--- src/rtl/drop_input_ctrl_pkg.sv ---
// Shared definitions for the drop-game input front end: FSM states, button
// indices and the column geometry agreed with the game core.
package drop_ctrl_pkg;

    localparam int NUM_COLS = 4;
    localparam int COL_W    = 2;

    localparam int BTN_DROP  = 0;
    localparam int BTN_LEFT  = 1;
    localparam int BTN_RIGHT = 2;
    localparam int NUM_BTNS  = 3;

    typedef enum logic [1:0] {
        IDLE    = 2'd0,
        FIRE    = 2'd1,
        HOLDOFF = 2'd2
    } drop_state_e;

    // Four columns fill the 2-bit cursor exactly, so modular wrap is free.
    function automatic logic [COL_W-1:0] col_step(input logic [COL_W-1:0] col,
                                                  input logic             go_right);
        logic [COL_W-1:0] one;
        one = COL_W'(1);
        col_step = go_right ? (col + one) : (col - one);
    endfunction

endpackage

--- src/rtl/drop_input_ctrl_btn_debounce.sv ---
// One push-button: 2-flop synchroniser, persistence debouncer and a
// single-cycle press strobe on the rising edge of the accepted level.
module btn_debounce #(
    parameter int DEBOUNCE_CYCLES = 1_000_000
) (
    input  logic clk,
    input  logic rst_n,
    input  logic btn_raw,
    output logic press
);

    localparam int CW = $clog2(DEBOUNCE_CYCLES + 1);
    localparam logic [CW-1:0] CNT_LAST = CW'(DEBOUNCE_CYCLES - 1);

    logic          sync1_q, sync1_d;
    logic          sync2_q, sync2_d;
    logic          level_q, level_d;
    logic          level_prev_q, level_prev_d;
    logic [CW-1:0] cnt_q, cnt_d;

    always_comb begin
        sync1_d      = btn_raw;
        sync2_d      = sync1_q;
        level_prev_d = level_q;
        level_d      = level_q;
        cnt_d        = '0;
        // Counter only runs while the synchronised level disagrees; any
        // agreement restarts it, so short glitches never reach the limit.
        if (sync2_q != level_q) begin
            if (cnt_q >= CNT_LAST) begin
                level_d = ~level_q;
                cnt_d   = '0;
            end else begin
                cnt_d = cnt_q + 1'b1;
            end
        end
    end

    always_ff @(posedge clk or negedge rst_n) begin
        if (!rst_n) begin
            sync1_q      <= 1'b0;
            sync2_q      <= 1'b0;
            level_q      <= 1'b0;
            level_prev_q <= 1'b0;
            cnt_q        <= '0;
        end else begin
            sync1_q      <= sync1_d;
            sync2_q      <= sync2_d;
            level_q      <= level_d;
            level_prev_q <= level_prev_d;
            cnt_q        <= cnt_d;
        end
    end

    assign press = level_q & ~level_prev_q;

endmodule

--- src/rtl/drop_input_ctrl.sv ---
// Player-input front end: debounced buttons drive a wrapping column cursor
// and a one-shot drop request, with a holdoff while the core animates.
module drop_input_ctrl
    import drop_ctrl_pkg::*;
#(
    parameter int DEBOUNCE_CYCLES = 1_000_000,
    parameter int HOLDOFF_CYCLES  = 200
) (
    input  logic       clk,
    input  logic       rst_n,
    input  logic       btn_left,
    input  logic       btn_right,
    input  logic       btn_drop,
    input  logic       game_over,
    output logic [1:0] col_sel,
    output logic       drop_pulse,
    output logic       ready
);

    localparam int HW = $clog2(HOLDOFF_CYCLES + 1);
    localparam logic [HW-1:0] HOLD_LAST = HW'(HOLDOFF_CYCLES - 1);

    logic [NUM_BTNS-1:0] btn_raw;
    logic [NUM_BTNS-1:0] press;

    assign btn_raw[BTN_DROP]  = btn_drop;
    assign btn_raw[BTN_LEFT]  = btn_left;
    assign btn_raw[BTN_RIGHT] = btn_right;

    genvar gi;
    generate
        for (gi = 0; gi < NUM_BTNS; gi++) begin : g_btn
            btn_debounce #(
                .DEBOUNCE_CYCLES(DEBOUNCE_CYCLES)
            ) u_db (
                .clk    (clk),
                .rst_n  (rst_n),
                .btn_raw(btn_raw[gi]),
                .press  (press[gi])
            );
        end
    endgenerate

    drop_state_e      state_q, state_d;
    logic [HW-1:0]    hold_cnt_q, hold_cnt_d;
    logic [COL_W-1:0] col_q, col_d;
    logic             pulse_q, pulse_d;
    logic             ready_q, ready_d;

    always_comb begin
        state_d    = state_q;
        hold_cnt_d = hold_cnt_q;
        col_d      = col_q;
        unique case (state_q)
            IDLE: begin
                hold_cnt_d = '0;
                // A drop takes priority and uses the cursor as it stands.
                if (press[BTN_DROP] && !game_over) begin
                    state_d = FIRE;
                end else if (press[BTN_LEFT] ^ press[BTN_RIGHT]) begin
                    col_d = col_step(col_q, press[BTN_RIGHT]);
                end
            end
            FIRE: begin
                state_d    = HOLDOFF;
                hold_cnt_d = '0;
            end
            HOLDOFF: begin
                if (hold_cnt_q >= HOLD_LAST) begin
                    state_d    = IDLE;
                    hold_cnt_d = '0;
                end else begin
                    hold_cnt_d = hold_cnt_q + 1'b1;
                end
            end
            default: begin
                state_d    = IDLE;
                hold_cnt_d = '0;
            end
        endcase
        pulse_d = (state_d == FIRE);
        ready_d = (state_d == IDLE) && !game_over;
    end

    always_ff @(posedge clk or negedge rst_n) begin
        if (!rst_n) begin
            state_q    <= IDLE;
            hold_cnt_q <= '0;
            col_q      <= '0;
            pulse_q    <= 1'b0;
            ready_q    <= 1'b1;
        end else begin
            state_q    <= state_d;
            hold_cnt_q <= hold_cnt_d;
            col_q      <= col_d;
            pulse_q    <= pulse_d;
            ready_q    <= ready_d;
        end
    end

    assign col_sel    = col_q;
    assign drop_pulse = pulse_q;
    assign ready      = ready_q;

endmodule

--- config.mk ---
export PLATFORM = sky130hd
export DESIGN_NAME = drop_input_ctrl
export DESIGN_NICKNAME = d
export VERILOG_FILES = /design/src/rtl/drop_input_ctrl_pkg.sv /design/src/rtl/drop_input_ctrl_btn_debounce.sv /design/src/rtl/drop_input_ctrl.sv
export SDC_FILE = /design/constraint.sdc
export NUM_CORES = 1
export LEC_CHECK = 0
export CORE_MARGIN = 5
export CORE_UTILIZATION = 59
export DETAILED_ROUTE_END_ITERATION = 12
export GPL_ROUTABILITY_DRIVEN = 0
export PLACE_DENSITY = 0.88
export SLEW_MARGIN = 25
export SYNTH_ARGS = -nofsm -noshare
export SYNTH_HDL_FRONTEND = slang
export SYNTH_SLANG_ARGS = --single-unit
--- constraint.sdc ---
create_clock -name clk -period 2.59 [get_ports clk]
set_input_delay 0.259 -clock clk [delete_from_list [all_inputs] [get_ports clk]]
set_output_delay 0.259 -clock clk [all_outputs]
set_load 0.05 [all_outputs]
==> metrics <==
Root Driver=clkbuf_8; global route total overflow=0; slowest CP cell=or4_1; Max Slew Vio Count=0; startpoint types=flip-flop; Setup WS post-layout=387.0 ps; DRT antenna net count=0; share of flip-flops with an asynchronous set or reset after synthesis=1.000; 1st-pass router iterations=4; Core Region=0.006869 sq mm; Post-Syn Area=0.004228 sq mm; Fmax achieved=453.9 MHz; Top Ports=10; syn_area_per_cell=10.26 sq um; nets=433; final period utilization=0.8506; Final min period=2203 ps; crit path DAT=2450 ps; number of synthesized flops with an enable pin=0; RSZ-0062 raised after global routing=false; Port Buffers=9; vias in the first global route=3160; critical path buffer and inverter count=0; area leader, netlist=dfrtp_1; Place WS=401.1 ps; Cells after Synth=412; worst endpoint required time=2830 ps; die area=0.008959 sq mm; via count=3183; slew of the pin with the lowest slew margin=962.0 ps; final number of setup-violating endpoints=0; Site Rows=30; CP max stage delay=550 ps; cell area after layout=0.004571 sq mm; CTS resizes=0; Fin Clk Skew=8.396 ps; synth unique cells=47; xor/xnor cell area share of the yosys netlist=0.1057; gr usage total=0.1966; max cap viols=0; worst setup path category=flip-flop to flip-flop; dpl hpwl=5454 um; Worst-Skew Late Latency=360 ps; initial antenna violation count=0; Post-Place Cell Area=0.004404 sq mm; Starting Density=0.6155; adder-cell share of the synthesized area=0.01184; Relative slew margins=0.3586; delay-heaviest family, CP=compound AO/OA/AOI/OAI gates; Design Power=0.002251 W; Hold WC Path Type=input port to flip-flop; Synth top cells by count=dfrtp_1, nor2_1, xnor2_1; routed length per instance=15.05 um; clock tree buffer depth=2; VDD IR-drop max=330.5 uV; largest net degree at the start of global routing=50; sequential area share after synthesis=0.5093; status=complete, no violations; Synth Warn #=0; Area Growth Syn to Fin=8.109%; Die H=94.65 um; Reg clk slew, reported paths=80 ps; drt drc=0; mux cell area share after synthesis=0.005327; Final Hold Violating Endpoints=0; CTS H-Tree Depth=3; post-synth net total=422; layout cells sized above 1=0.08665; first-pass GRT wire length=13970 um; TritonCTS Buffers=9; top cell type's share of synthesized area=0.5031; Synth area leaders=dfrtp_1, xnor2_1, nor2_1; largest family of logic cells by synthesized area=simple AND/OR/NAND/NOR gates; CP Cell Sequence=or4_1, a211oi_2, o21ai_2, a311o_2; Clock Sinks=86; CP Capture Type=flip-flop; die width=94.65 um; Post-synth top flop=dfrtp_1; routed vias/inst=6.086; post-synthesis simple-gate area fraction=0.2205; crit path max fanout=21; setup TNS=0 ps; synthesis-stage register bit count=86; most common cell in the netlist=dfrtp_1; CTS tree=yes; WL final=7871 um; Pwr per Cell Area=492.5 mW/mm^2; Lkg Pwr=1.765 nW; area fraction in compound gates after synthesis=0.1160; ANT cells=0; DRT iter0 DRCs=152; Hold Slack=337.4 ps
placed cells by master (no fill, tap or decap), types with 4 or more instances in the layout:
cell	Yosys	final
nand4_1	20	20
and3_1	5	5
ha_1	4	4
nor3_1	13	13
o21ai_0	11	11
a211oi_1	15	15
xor2_1	19	19
dfrtp_1	85	85
inv_1	13	13
nor2b_1	5	5
nand2_1	17	17
nor4_1	6	6
nand3_1	25	25
buf_4	0	8
or4_1	9	9
a21oi_1	11	11
and4_1	7	7
o31ai_1	6	6
a221oi_2	4	4
nor2_1	48	48
xnor2_1	32	32
or3_1	7	7
clkdlybuf4s50_1	0	8
clkbuf_8	0	9
path summary, 6_finish.rpt:
check                                                  startpoint                                      to  slack (ps)  cells after the start
worst min register to register    g_btn[0].u_db.sync1_q$_DFF_PN0_         g_btn[0].u_db.sync2_q$_DFF_PN0_         350                      0
worst max-delay path            g_btn[0].u_db.cnt_q[10]$_DFF_PN0_  g_btn[0].u_db.level_prev_d$_DFFE_PN0P_         390                      4
worst max register to register  g_btn[0].u_db.cnt_q[10]$_DFF_PN0_  g_btn[0].u_db.level_prev_d$_DFFE_PN0P_         390                      4
worst min-delay path                                     btn_left         g_btn[1].u_db.sync1_q$_DFF_PN0_         340                      1
max in group asynchronous                                   rst_n                         ready$_DFF_PN1_        1430                      3
min in group asynchronous                                   rst_n  g_btn[0].u_db.level_prev_d$_DFFE_PN0P_         450                      2
through the flow:
stage | cells | util
after floorplan | 412 | -
after global placement | 507 | 0.6412
after detailed placement | 507 | 0.6412
after CTS | 523 | 0.6654
after global routing | 523 | 0.6654
final | 523 | 0.6654
final cells by class:
cell class | instances | area (sq um)
Clock inverter | 4 | 25.02
Timing Repair Buffer | 17 | 150.1
Inverter | 13 | 48.80
Clock buffer | 11 | 131.4
Sequential cell | 86 | 2153
Fill cell | 537 | 2298
Tap cell | 96 | 120.1
Multi-Input combinational cell | 296 | 1942
per-layer routing:
layer / share of wire / global-route usage / wire length, um / vias to the layer above
met3: 0.045 / 0.05498 / 352 / 13
met2: 0.50 / 0.3224 / 3916 / 85
met5: 0 / 0 / 0 / -
met4: 0.013 / 0.08293 / 99 / 0
li1: - / - / - / 1530
met1: 0.45 / 0.2440 / 3503 / 1555
logic make-up (layout without fill, tap and decap cells):
| group | after synthesis | count (layout) |
|---|---|---|
| multiplexers | 2 | 2 |
| XOR/XNOR | 51 | 51 |
| AO/OA/AOI/OAI | 65 | 65 |
| flip-flops | 86 | 86 |
| AND/OR/NAND/NOR | 174 | 174 |
| buffers and inverters | 30 | 45 |
| adder cells (fa/ha/maj) | 4 | 4 |
state kept, by name (all words and copies together) (netlist names):
| signal | flops |
|---|---|
| col_sel | 2 |
| g_btn.u_db.sync2_q | 3 |
| g_btn.u_db.sync1_q | 3 |
| drop_pulse | 1 |
| ready | 1 |
| g_btn.u_db.level_prev_d | 3 |
| g_btn.u_db.level_prev_q | 3 |
| g_btn.u_db.cnt_q | 60 |
| state_q | 2 |
| hold_cnt_q | 8 |
report_power, final:
group / total [W] / internal, W / switching (W)
clock: 0.000790 / 0.000340 / 0.000450
combinational: 0.0000849 / 0.0000277 / 0.0000572
sequential: 0.00138 / 0.00136 / 0.0000168
timing repair:
action	CTS	global route
buffers inserted	0	0
endpoints found under the hold margin	47	0
hold buffers	1	0
Note: power is estimated with default switching activity, not from simulation.
